==> src/rtl/ysyx_22050710_axi_pkg.sv <==
// -----------------------------------------------------------------------------
// ysyx_22050710_axi_pkg
// Shared AXI4 definitions for the IFU/LSU arbiter slice: channel field widths,
// response codes and the read-arbiter FSM state encoding.
// -----------------------------------------------------------------------------
package ysyx_22050710_axi_pkg;

  localparam int ID_W    = 4;
  localparam int LEN_W   = 8;
  localparam int SIZE_W  = 3;
  localparam int BURST_W = 2;
  localparam int RESP_W  = 2;

  localparam logic [RESP_W-1:0] AXI_RESP_OKAY   = 2'b00;
  localparam logic [RESP_W-1:0] AXI_RESP_EXOKAY = 2'b01;
  localparam logic [RESP_W-1:0] AXI_RESP_SLVERR = 2'b10;
  localparam logic [RESP_W-1:0] AXI_RESP_DECERR = 2'b11;

  // Read-path ownership: IDLE arbitrates, OWN_Mx routes the R channel to x.
  typedef enum logic [1:0] {
    RD_IDLE   = 2'd0,
    RD_OWN_M0 = 2'd1,
    RD_OWN_M1 = 2'd2
  } rd_state_e;

endpackage

==> src/rtl/ysyx_22050710_axi_beat_cnt.sv <==
// -----------------------------------------------------------------------------
// ysyx_22050710_axi_beat_cnt
// Tracks the remaining beats of the single outstanding read burst and raises a
// sticky length-error flag when RLAST disagrees with the granted ARLEN.
//
// Ports
//   i_aclk    clock (rising edge)
//   i_rst     synchronous active-high reset
//   i_load    AR handshake: load i_len as the remaining-beat count
//   i_len     ARLEN of the granted request
//   i_beat    R handshake of the current burst
//   i_last    RLAST accompanying i_beat
//   o_len_err sticky beat-count mismatch flag, cleared only by reset
// -----------------------------------------------------------------------------
module ysyx_22050710_axi_beat_cnt
  import ysyx_22050710_axi_pkg::*;
(
  input  logic             i_aclk,
  input  logic             i_rst,
  input  logic             i_load,
  input  logic [LEN_W-1:0] i_len,
  input  logic             i_beat,
  input  logic             i_last,
  output logic             o_len_err
);

  logic [LEN_W-1:0] cnt_q, cnt_d;
  logic             err_q, err_d;

  // NOTE: every always_comb output gets a default before any branch, so no
  // path leaves it unassigned and no latch is inferred.
  always_comb begin
    cnt_d = cnt_q;
    err_d = err_q;
    if (i_load) begin
      cnt_d = i_len;
    end else if (i_beat) begin
      // RLAST must coincide exactly with the beat that finds the count at 0.
      if (i_last ? (cnt_q != '0) : (cnt_q == '0)) begin
        err_d = 1'b1;
      end
      // Saturate so an over-long burst cannot wrap into a bogus count.
      if (cnt_q != '0) begin
        cnt_d = cnt_q - 1'b1;
      end
    end
  end

  // NOTE: sequential state is updated with non-blocking assignments so every
  // register samples the pre-edge values of its inputs.
  always_ff @(posedge i_aclk) begin
    if (i_rst) begin
      cnt_q <= '0;
      err_q <= 1'b0;
    end else begin
      cnt_q <= cnt_d;
      err_q <= err_d;
    end
  end

  // Held low during reset too, not just from the first reset edge onward.
  assign o_len_err = err_q & ~i_rst;

endmodule

==> src/rtl/ysyx_22050710_axi4full_arbiter.sv <==
// -----------------------------------------------------------------------------
// ysyx_22050710_axi4full_arbiter
// Two-master (M0 = IFU read-only, M1 = LSU read/write) to one-slave AXI4-full
// arbiter in front of ysyx_22050710_axi4full_sram_wrap. One read burst is
// outstanding at a time; arbitration and routing are purely combinational.
// M1 write channels pass straight through, independent of the read path.
//
// Ports
//   i_aclk, i_rst         clock, synchronous active-high reset
//   i_m0_ar*/o_m0_r*      IFU read address / read data channels
//   i_m1_ar*/o_m1_r*      LSU read address / read data channels
//   i_m1_aw*/i_m1_w*/o_m1_b*  LSU write channels (forwarded)
//   o_s_*/i_s_*           slave-side AXI4-full channels
//   o_len_err             sticky RLAST/ARLEN mismatch flag
//
// Configuration
//   YSYX_22050710_ARB_RR_EN  defined: round-robin on simultaneous requests.
//                            undefined: fixed priority, M1 wins ties.
// -----------------------------------------------------------------------------
module ysyx_22050710_axi4full_arbiter
  import ysyx_22050710_axi_pkg::*;
#(
  parameter int DATA_WIDTH = 64,
  parameter int ADDR_WIDTH = 32,
  parameter int STRB_WIDTH = DATA_WIDTH / 8
) (
  input  logic                  i_aclk,
  input  logic                  i_rst,
  // M0 (IFU) read
  input  logic [ID_W-1:0]       i_m0_arid,
  input  logic [ADDR_WIDTH-1:0] i_m0_araddr,
  input  logic [LEN_W-1:0]      i_m0_arlen,
  input  logic [SIZE_W-1:0]     i_m0_arsize,
  input  logic [BURST_W-1:0]    i_m0_arburst,
  input  logic                  i_m0_arvalid,
  output logic                  o_m0_arready,
  output logic [ID_W-1:0]       o_m0_rid,
  output logic [DATA_WIDTH-1:0] o_m0_rdata,
  output logic [RESP_W-1:0]     o_m0_rresp,
  output logic                  o_m0_rlast,
  output logic                  o_m0_rvalid,
  input  logic                  i_m0_rready,
  // M1 (LSU) read
  input  logic [ID_W-1:0]       i_m1_arid,
  input  logic [ADDR_WIDTH-1:0] i_m1_araddr,
  input  logic [LEN_W-1:0]      i_m1_arlen,
  input  logic [SIZE_W-1:0]     i_m1_arsize,
  input  logic [BURST_W-1:0]    i_m1_arburst,
  input  logic                  i_m1_arvalid,
  output logic                  o_m1_arready,
  output logic [ID_W-1:0]       o_m1_rid,
  output logic [DATA_WIDTH-1:0] o_m1_rdata,
  output logic [RESP_W-1:0]     o_m1_rresp,
  output logic                  o_m1_rlast,
  output logic                  o_m1_rvalid,
  input  logic                  i_m1_rready,
  // M1 (LSU) write
  input  logic [ID_W-1:0]       i_m1_awid,
  input  logic [ADDR_WIDTH-1:0] i_m1_awaddr,
  input  logic [LEN_W-1:0]      i_m1_awlen,
  input  logic [SIZE_W-1:0]     i_m1_awsize,
  input  logic [BURST_W-1:0]    i_m1_awburst,
  input  logic                  i_m1_awvalid,
  output logic                  o_m1_awready,
  input  logic [DATA_WIDTH-1:0] i_m1_wdata,
  input  logic [STRB_WIDTH-1:0] i_m1_wstrb,
  input  logic                  i_m1_wlast,
  input  logic                  i_m1_wvalid,
  output logic                  o_m1_wready,
  output logic [ID_W-1:0]       o_m1_bid,
  output logic [RESP_W-1:0]     o_m1_bresp,
  output logic                  o_m1_bvalid,
  input  logic                  i_m1_bready,
  // Slave read
  output logic [ID_W-1:0]       o_s_arid,
  output logic [ADDR_WIDTH-1:0] o_s_araddr,
  output logic [LEN_W-1:0]      o_s_arlen,
  output logic [SIZE_W-1:0]     o_s_arsize,
  output logic [BURST_W-1:0]    o_s_arburst,
  output logic                  o_s_arvalid,
  input  logic                  i_s_arready,
  input  logic [ID_W-1:0]       i_s_rid,
  input  logic [DATA_WIDTH-1:0] i_s_rdata,
  input  logic [RESP_W-1:0]     i_s_rresp,
  input  logic                  i_s_rlast,
  input  logic                  i_s_rvalid,
  output logic                  o_s_rready,
  // Slave write
  output logic [ID_W-1:0]       o_s_awid,
  output logic [ADDR_WIDTH-1:0] o_s_awaddr,
  output logic [LEN_W-1:0]      o_s_awlen,
  output logic [SIZE_W-1:0]     o_s_awsize,
  output logic [BURST_W-1:0]    o_s_awburst,
  output logic                  o_s_awvalid,
  input  logic                  i_s_awready,
  output logic [DATA_WIDTH-1:0] o_s_wdata,
  output logic [STRB_WIDTH-1:0] o_s_wstrb,
  output logic                  o_s_wlast,
  output logic                  o_s_wvalid,
  input  logic                  i_s_wready,
  input  logic [ID_W-1:0]       i_s_bid,
  input  logic [RESP_W-1:0]     i_s_bresp,
  input  logic                  i_s_bvalid,
  output logic                  o_s_bready,
  // Status
  output logic                  o_len_err
);

  rd_state_e state_q, state_d;
  logic      ar_req;
  logic      grant_m1;
  logic      ar_fire;
  logic      r_fire;

  assign ar_req = i_m0_arvalid | i_m1_arvalid;

`ifdef YSYX_22050710_ARB_RR_EN
  // prefer_m1_q names the master that wins the next tie: the one not granted
  // last. Reset leaves M0 preferred.
  logic prefer_m1_q;

  always_comb grant_m1 = i_m1_arvalid & (~i_m0_arvalid | prefer_m1_q);

  always_ff @(posedge i_aclk) begin
    if (i_rst) begin
      prefer_m1_q <= 1'b0;
    end else if (ar_fire) begin
      prefer_m1_q <= ~grant_m1;
    end
  end
`else
  // Fixed priority: the LSU wins whenever it asks.
  assign grant_m1 = i_m1_arvalid;
`endif

  // AR payload follows the winner; only arvalid is gated by the FSM.
  assign o_s_arid    = grant_m1 ? i_m1_arid    : i_m0_arid;
  assign o_s_araddr  = grant_m1 ? i_m1_araddr  : i_m0_araddr;
  assign o_s_arlen   = grant_m1 ? i_m1_arlen   : i_m0_arlen;
  assign o_s_arsize  = grant_m1 ? i_m1_arsize  : i_m0_arsize;
  assign o_s_arburst = grant_m1 ? i_m1_arburst : i_m0_arburst;

  // R payload is broadcast; ownership is expressed solely through rvalid.
  assign o_m0_rid   = i_s_rid;
  assign o_m0_rdata = i_s_rdata;
  assign o_m0_rresp = i_s_rresp;
  assign o_m0_rlast = i_s_rlast;
  assign o_m1_rid   = i_s_rid;
  assign o_m1_rdata = i_s_rdata;
  assign o_m1_rresp = i_s_rresp;
  assign o_m1_rlast = i_s_rlast;

  always_comb begin
    state_d      = state_q;
    o_s_arvalid  = 1'b0;
    o_m0_arready = 1'b0;
    o_m1_arready = 1'b0;
    o_s_rready   = 1'b0;
    o_m0_rvalid  = 1'b0;
    o_m1_rvalid  = 1'b0;
    ar_fire      = 1'b0;
    r_fire       = 1'b0;
    if (!i_rst) begin
      case (state_q)
        RD_IDLE: begin
          o_s_arvalid  = ar_req;
          o_m0_arready = i_s_arready & i_m0_arvalid & ~grant_m1;
          o_m1_arready = i_s_arready & grant_m1;
          ar_fire      = ar_req & i_s_arready;
          if (ar_fire) begin
            state_d = grant_m1 ? RD_OWN_M1 : RD_OWN_M0;
          end
        end
        RD_OWN_M0: begin
          o_s_rready  = i_m0_rready;
          o_m0_rvalid = i_s_rvalid;
          r_fire      = i_s_rvalid & i_m0_rready;
          if (r_fire && i_s_rlast) begin
            state_d = RD_IDLE;
          end
        end
        RD_OWN_M1: begin
          o_s_rready  = i_m1_rready;
          o_m1_rvalid = i_s_rvalid;
          r_fire      = i_s_rvalid & i_m1_rready;
          if (r_fire && i_s_rlast) begin
            state_d = RD_IDLE;
          end
        end
        default: state_d = RD_IDLE;
      endcase
    end
  end

  always_ff @(posedge i_aclk) begin
    if (i_rst) begin
      state_q <= RD_IDLE;
    end else begin
      state_q <= state_d;
    end
  end

  ysyx_22050710_axi_beat_cnt u_beat_cnt (
    .i_aclk    (i_aclk),
    .i_rst     (i_rst),
    .i_load    (ar_fire),
    .i_len     (o_s_arlen),
    .i_beat    (r_fire),
    .i_last    (i_s_rlast),
    .o_len_err (o_len_err)
  );

  // Write path: straight wires, handshakes forced low while in reset.
  assign o_s_awid     = i_m1_awid;
  assign o_s_awaddr   = i_m1_awaddr;
  assign o_s_awlen    = i_m1_awlen;
  assign o_s_awsize   = i_m1_awsize;
  assign o_s_awburst  = i_m1_awburst;
  assign o_s_awvalid  = i_m1_awvalid & ~i_rst;
  assign o_m1_awready = i_s_awready & ~i_rst;
  assign o_s_wdata    = i_m1_wdata;
  assign o_s_wstrb    = i_m1_wstrb;
  assign o_s_wlast    = i_m1_wlast;
  assign o_s_wvalid   = i_m1_wvalid & ~i_rst;
  assign o_m1_wready  = i_s_wready & ~i_rst;
  assign o_m1_bid     = i_s_bid;
  assign o_m1_bresp   = i_s_bresp;
  assign o_m1_bvalid  = i_s_bvalid & ~i_rst;
  assign o_s_bready   = i_m1_bready & ~i_rst;

endmodule

==> config.mk <==
export PLATFORM = sky130hd
export DESIGN_NAME = ysyx_22050710_axi4full_arbiter
export DESIGN_NICKNAME = d
export VERILOG_FILES = /design/src/rtl/ysyx_22050710_axi_pkg.sv /design/src/rtl/ysyx_22050710_axi_beat_cnt.sv /design/src/rtl/ysyx_22050710_axi4full_arbiter.sv
export SDC_FILE = /design/constraint.sdc
export NUM_CORES = 1
export LEC_CHECK = 0
export ABC_CLOCK_PERIOD_IN_PS = 2300
export CAP_MARGIN = 25
export CORE_AREA = 5 5 244 246
export CTS_CLUSTER_DIAMETER = 120
export DETAILED_ROUTE_END_ITERATION = 8
export DIE_AREA = 0 0 249 251
export PLACE_DENSITY = 0.31
export SYNTH_ARGS = -nofsm -noshare
export SYNTH_HDL_FRONTEND = slang
export SYNTH_SLANG_ARGS = --single-unit
export TNS_END_PERCENT = 5
==> constraint.sdc <==
create_clock -name i_aclk -period 2.3 [get_ports i_aclk]
set_input_delay 0.46 -clock i_aclk [delete_from_list [all_inputs] [get_ports i_aclk]]
set_output_delay 0.46 -clock i_aclk [all_outputs]
set_load 0.005 [all_outputs]
==> run summary, run 1 <==
type of element capturing the critical path - primary output
hold slack final - 0.491 ns
ranking of synthesized cells by area - sky130_fd_sc_hd__buf_4 (59%), sky130_fd_sc_hd__mux2_2 (16%), sky130_fd_sc_hd__dfxtp_1 (6.4%), sky130_fd_sc_hd__ha_1 (1.5%), sky130_fd_sc_hd__nor2_1 (1.3%)
chip height - 251 um
largest net degree at the start of global routing - 17
growth of design area from synthesis to finish - 30.4%
final hold violations - 0
clock edge transition at the registers on the reported setup and hold paths - 0.04 ns
clock tree from TritonCTS - done
overall die width - 249 um
DIE AREA - 62500 um^2
# placed instances - 1123
DRC marker count from the first detailed-route iteration - 75
result of the run - completed
number of instances in the synthesized netlist - 426
Floorplan Core Area - 57100 um^2
clk_lat worst skew - 0.24 ns
Finish-stage setup viols - 0
Critical-path top delay cell - sky130_fd_sc_hd__clkdlybuf4s50_1
max frequency - 444 MHz
cell at the root of the clock tree - sky130_fd_sc_hd__clkbuf_16
share of synthesized flip-flops with an asynchronous set or reset - 0%
number of hold-repair buffers added at the cts stage - 0
Clock H-tree levels - 1
final cell count without fillers - 1128
initial antenna violation count - 1
top fanout value on the critical path - 3
Most Frequent Cell on Critical Path - sky130_fd_sc_hd__clkdlybuf4s50_1
number of nets in the layout - 679
largest stage delay on the critical path - 0.52 ns
GP Congestion - 0.706
GRT Resource Usage Total - 4.64%
routed wire length - 15900 um
Buf/Inv on CP - 2
cell with the most instances after synthesis - sky130_fd_sc_hd__buf_4
netlist area before placement - 3430 um^2
number of distinct library cells after synthesis - 40
CTS sink cnt - 11
most used flip-flop cell after synthesis - sky130_fd_sc_hd__dfxtp_1
worst setup skew after layout - 0.00732 ns
Worst Tran Pin Value - 0.506 ns
type of the setup path with the least slack - in2out
via total after detailed routing - 2502
Final Critical Period - 2.25 ns
post-layout instance area - 4470 um^2
mean instance size in the synthesized netlist - 8.05 um^2
Register Area - 220 um^2
Row Count - 88
Period Utilization, post-route - 97.8%
share of final-layout standard cells stronger than drive strength 1 - 28.4%
aggregate global routing overflow - 0
sequential share of the synthesized area - 6.42%
Initial Util - 6.00%
critical path, cell by cell - clkdlybuf4s50_1 > nand3b_1 > nor3b_2 > clkdlybuf4s50_1
fill count - 6714
drt via density - 2.22
number of nets produced by synthesis - 741
worst vdd rail ir drop - 0.191 mV
cell types with the highest counts after synthesis - sky130_fd_sc_hd__buf_4 (270), sky130_fd_sc_hd__mux2_2 (49), sky130_fd_sc_hd__nor2_1 (12)
maximum buffer depth of the clock tree - 2
HPWL after detailed placement - 14200 um
remaining design rule violation count - 0
routed length per instance - 14.1 um
area taken by multi-input logic gates - 1120 um^2
max-cap viol count - 0
number of enable flip-flop cells after synthesis - 0
RSZ-0062 raised after global routing - no
first-pass GRT wire length - 20600 um
number of nets still failing antenna checks after routing - 0
number of optimization iterations in the first detailed-route pass - 4
Antenna Diode Count - 0
fraction of synthesized cell area taken by the top area cell type - 59.1%
Buffers on Ports - 176
final-report max-slew violation count - 0
cell area power density - 294 nW/um^2
leakage power - 1.42 nW
Seq cells post-synth - 11
min-delay worst type - reg2reg
slew margin rel. - 66.3%
worst path required time - 1.84 ns
Yosys Warn Count - 0
cell taking the most area after synthesis - sky130_fd_sc_hd__buf_4
CTS buffer count - 3
cell area reported after detailed placement - 4370 um^2
count of boundary I/O pins - 643
top cell family by delay on the critical path - buffers and inverters
via count of the first global-routing pass - 2896
crit path launch type - input pin
Worst EP arrival - 1.79 ns
## sequential cells by signal (all words and copies together), names as in the netlist
name / flops
u_beat_cnt.err_q: 1
u_beat_cnt.cnt_q: 8
state_q: 2
## stage by stage
| stage | TNS [ns] | utilization, % | power, mW | setup WS (ns) |
|---|---|---|---|---|
| 2_1_floorplan | 0 | - | 0.871 | 0.426 |
| 3_3_place_gp | -1.06 | 7.65 | 1.00 | -0.186 |
| 3_5_place_dp | -1.45 | 7.65 | 0.997 | -0.201 |
| 4_1_cts | 0 | 7.80 | 1.35 | 0.00709 |
| 5_1_grt | 0 | 7.83 | 1.41 | 0.00519 |
| 6_report | 0 | 7.83 | 1.32 | 0.0501 |
## report_power, final
part | leakage [nW] | internal (mW) | total [mW] | switching, mW
Clock | 0.0409 | 0.231 | 0.332 | 0.100
Sequential | 0.0901 | 0.212 | 0.234 | 0.0227
Combinational | 1.29 | 0.493 | 0.750 | 0.257
## cells by family (layout without fill, tap and decap cells)
group | count (synthesis) | in the layout | share of synthesized area, %
buffers and inverters | 286 | 223 | 61.3
AND/OR/NAND/NOR | 56 | 56 | 9.85
multiplexers | 49 | 49 | 16.1
AO/OA/AOI/OAI | 18 | 18 | 4.38
flip-flops | 11 | 11 | 6.42
adder cells (fa/ha/maj) | 4 | 4 | 1.46
XOR/XNOR | 2 | 2 | 0.511
## tightest hold or removal path, stage by stage (launching register included)
cell and delay [ns]:
sky130_fd_sc_hd__dfxtp_1 0.32, sky130_fd_sc_hd__nand2b_1 0.07, sky130_fd_sc_hd__a21oi_1 0.05
## repair_timing
action / CTS / global route
gates resized for setup: 4 / 3
buffers inserted: 0 / 1
pin swaps: 0 / 1
setup endpoints to repair: 10 / 2
## routing by layer
layer / vias to the layer above / global-route usage [%] / wire length, um
li1: 996 / - / -
met1: 1034 / 3.01 / 3880
met2: 377 / 8.89 / 8280
met3: 95 / 3.29 / 2630
met4: 0 / 3.26 / 1080
met5: - / 0 / 0
## path summary, 6_finish.rpt
path | start | end | slack [ns] | depth (start not counted)
hold reg to reg | state_q[1]$_SDFFE_PP0P_ | state_q[1]$_SDFFE_PP0P_ | 0.49 | 2
setup reg to reg | state_q[0]$_SDFFE_PP0P_ | u_beat_cnt.cnt_q[2]$_SDFFE_PP0P_ | 0.34 | 8
hold / removal | state_q[1]$_SDFFE_PP0P_ | state_q[1]$_SDFFE_PP0P_ | 0.49 | 2
setup / recovery | i_s_arready | o_m0_arready | 0.05 | 4
## cell usage in the layout, fill, tap and decap left out, types with 3 or more instances in the layout
| master | instances |
|---|---|
| sky130_fd_sc_hd__clkdlybuf4s50_1 | 172 |
| sky130_fd_sc_hd__mux2_2 | 49 |
| sky130_fd_sc_hd__buf_4 | 34 |
| sky130_fd_sc_hd__nor2_1 | 12 |
| sky130_fd_sc_hd__dfxtp_1 | 11 |
| sky130_fd_sc_hd__inv_1 | 6 |
| sky130_fd_sc_hd__nor2b_1 | 6 |
| sky130_fd_sc_hd__nand2_1 | 6 |
| sky130_fd_sc_hd__a211oi_1 | 5 |
| sky130_fd_sc_hd__nand3_1 | 5 |
| sky130_fd_sc_hd__nor4_1 | 5 |
| sky130_fd_sc_hd__nor3b_2 | 3 |
| sky130_fd_sc_hd__and3b_1 | 3 |
| sky130_fd_sc_hd__ha_1 | 3 |
| sky130_fd_sc_hd__clkbuf_16 | 3 |
| sky130_fd_sc_hd__buf_12 | 3 |
## area by class of cell
type / instances / share of cell area, %
Clock buffer: 3 / 1.68
Timing Repair Buffer: 213 / 46.3
Clock inverter: 1 / 0.112
Inverter: 6 / 0.503
Multi-Input combinational cell: 129 / 25.1
Sequential cell: 11 / 4.92
Tap cell: 765 / 21.4
(Power assumes the default switching activity.)
==> inputs of run 2 (changes only) <==
--- a/config.mk
+++ b/config.mk
@@ -8,6 +8,7 @@
 export ABC_CLOCK_PERIOD_IN_PS = 2300
 export CAP_MARGIN = 25
 export CORE_AREA = 5 5 244 246
+export CTS_BUF_LIST = sky130_fd_sc_hd__clkbuf_8
 export CTS_CLUSTER_DIAMETER = 120
 export DETAILED_ROUTE_END_ITERATION = 8
 export DIE_AREA = 0 0 249 251
==> run 2 against run 1 <==
Against the previous run: worst hold slack improved by 0.0013 ns; fmax barely moved; sequential power about the same; core utilization is 0.059 points lower; first-iteration DRC count down 16%; die area unchanged; non-clock buffer count is the same; routed wire length barely moved; via count decreased by 0.36%; register-to-register slack hardly changed; critical path depth unchanged; clock power fell by 38%; critical endpoint unchanged; largest cell class unchanged; highest routed layer unchanged.
==> run summary, run 2 (synthesis results as in run 1) <==
Floorplan Core Area - 57100 um^2 (unchanged)
type of the setup path with the least slack - in2out
Initial Util - 6.00% (unchanged)
max-cap viol count - 0 (unchanged)
leakage power - 1.41 nW (-1.1%)
Row Count - 88 (unchanged)
Final Critical Period - 2.25 ns (+0.00186 ns)
final-report max-slew violation count - 0 (unchanged)
CTS sink cnt - 11 (unchanged)
Worst Tran Pin Value - 0.508 ns (+0.00217 ns)
via total after detailed routing - 2493 (-0.36%)
hold slack final - 0.492 ns (+0.00134 ns)
Buffers on Ports - 176 (unchanged)
overall die width - 249 um (unchanged)
top flop regs - u_beat_cnt.cnt_q x8, state_q x2, u_beat_cnt.err_q x1
max frequency - 444 MHz (about the same)
crit path launch type - input pin
commonest non-fill, non-tap cells in the layout - sky130_fd_sc_hd__clkdlybuf4s50_1 (172), sky130_fd_sc_hd__mux2_2 (49), sky130_fd_sc_hd__buf_4 (34), sky130_fd_sc_hd__nor2_1 (12), sky130_fd_sc_hd__dfxtp_1 (11)
number of nets in the layout - 679 (unchanged)
DRC marker count from the first detailed-route iteration - 63 (-16%)
type of element capturing the critical path - primary output
Worst EP arrival - 1.79 ns (about the same)
RSZ-0062 raised after global routing - no
cell at the root of the clock tree - sky130_fd_sc_hd__clkbuf_8
clk_lat worst skew - 0.24 ns (about the same)
slew margin rel. - 66.1% (-0.14 points)
worst vdd rail ir drop - 0.142 mV (-26%)
growth of design area from synthesis to finish - 29.4%
HPWL after detailed placement - 14200 um (unchanged)
maximum buffer depth of the clock tree - 2 (unchanged)
top fanout value on the critical path - 3 (unchanged)
flip-flop count of the largest register, all copies and words added - 8 (unchanged)
most frequent standard cell in the layout excluding fill and tap cells - sky130_fd_sc_hd__clkdlybuf4s50_1
final hold violations - 0 (unchanged)
reg-to-reg slack, setup - 0.35 ns (about the same)
CTS buffer count - 3 (unchanged)
cell area power density - 267 nW/um^2 (-9.0%)
via count of the first global-routing pass - 2888 (-0.28%)
Finish-stage setup viols - 0 (unchanged)
first-pass GRT wire length - 20600 um (-0.17%)
clock edge transition at the registers on the reported setup and hold paths - 0.05 ns (about the same)
worst setup slack before clock tree synthesis - -0.201 ns (unchanged)
worst path required time - 1.84 ns (about the same)
Period Utilization, post-route - 97.9% (about the same)
clock tree from TritonCTS - done
min-delay worst type - reg2reg
count of boundary I/O pins - 643 (unchanged)
cell area reported after detailed placement - 4370 um^2 (unchanged)
final worst setup slack - 0.0482 ns (-0.00186 ns)
GRT Resource Usage Total - 4.63% (-0.011 points)
Antenna Diode Count - 0 (unchanged)
drt via density - 2.21 (-0.36%)
most flop-heavy register - u_beat_cnt.cnt_q
routed wire length - 15900 um (about the same)
number of nets still failing antenna checks after routing - 0 (unchanged)
remaining design rule violation count - 0 (unchanged)
worst setup skew after layout - 0.00885 ns (+0.00153 ns)
Final Total Pwr - 1.19 mW (-9.7%)
share of final-layout standard cells stronger than drive strength 1 - 28.4% (unchanged)
Clock H-tree levels - 1 (unchanged)
chip height - 251 um (unchanged)
number of optimization iterations in the first detailed-route pass - 5 (+1)
initial antenna violation count - 1 (unchanged)
largest net degree at the start of global routing - 17 (unchanged)
GP Congestion - 0.706 (unchanged)
aggregate global routing overflow - 0 (unchanged)
Post-Route Utilization - 7.77% (-0.059 points)
routed length per instance - 14.1 um (about the same)
DIE AREA - 62500 um^2 (unchanged)
post-layout instance area - 4440 um^2 (-0.75%)
result of the run - completed
## run 2: worst paths after layout
check,start,end,depth (start not counted)
worst max register to register,state_q[0]$_SDFFE_PP0P_,u_beat_cnt.cnt_q[2]$_SDFFE_PP0P_,8
worst min register to register,state_q[1]$_SDFFE_PP0P_,state_q[1]$_SDFFE_PP0P_,2
worst min-delay path,state_q[1]$_SDFFE_PP0P_,state_q[1]$_SDFFE_PP0P_,2
worst max-delay path,i_s_arready,o_m0_arready,4
## run 2: cell type report
type	count	area, um^2
fillers	6714	52700
well taps	765	957
inverters	6	22.5
repair buffers	213	2070
clock buffers	3	41.3
flip-flops and latches	11	220
clock inverters	1	5.00
multi-input cells	129	1120
## run 2: worst max-delay path, cell delays in order
cell                              delay (ns)
sky130_fd_sc_hd__clkdlybuf4s50_1        0.48
sky130_fd_sc_hd__nand3b_1               0.14
sky130_fd_sc_hd__nor3b_2                0.18
sky130_fd_sc_hd__clkdlybuf4s50_1        0.52
## run 2: what timing repair did
item,in CTS,in global routing
resized for setup,4,3
pin swaps,0,1
hold buffers,0,0
buffers inserted,0,1
endpoints found under the setup margin,10,2
## run 2: power breakdown
group,switching [mW],internal [mW]
Clock,0.0851,0.119
Sequential,0.0225,0.211
Combinational,0.257,0.493
Total,0.364,0.824
## run 2: per-layer routing
layer / global-route usage [%] / vias to the layer above / share of wire [%] / wire length (um)
met1: 3.00 / 1027 / 24 / 3870
met2: 8.89 / 374 / 52 / 8260
met5: 0 / - / 0 / 0
li1: - / 995 / - / -
met3: 3.29 / 97 / 17 / 2650
met4: 3.22 / 0 / 6.8 / 1080
## run 2: per-stage QoR
stage / setup TNS [ns] / std cells
CTS: 0 / 1127
detailed placement: -1.45 / 1123
global route: 0 / 1128
finish: 0 / 1128
floorplan: 0 / 426
global placement: -1.06 / 1123
==> inputs of run 3 (changes only) <==
--- a/config.mk
+++ b/config.mk
@@ -9,7 +9,7 @@
 export CAP_MARGIN = 25
 export CORE_AREA = 5 5 244 246
 export CTS_BUF_LIST = sky130_fd_sc_hd__clkbuf_8
-export CTS_CLUSTER_DIAMETER = 120
+export CTS_CLUSTER_DIAMETER = 150
 export DETAILED_ROUTE_END_ITERATION = 8
 export DIE_AREA = 0 0 249 251
 export PLACE_DENSITY = 0.31
==> results of run 3 <==
Final layout, timing and power as in run 2 (identical DEF).
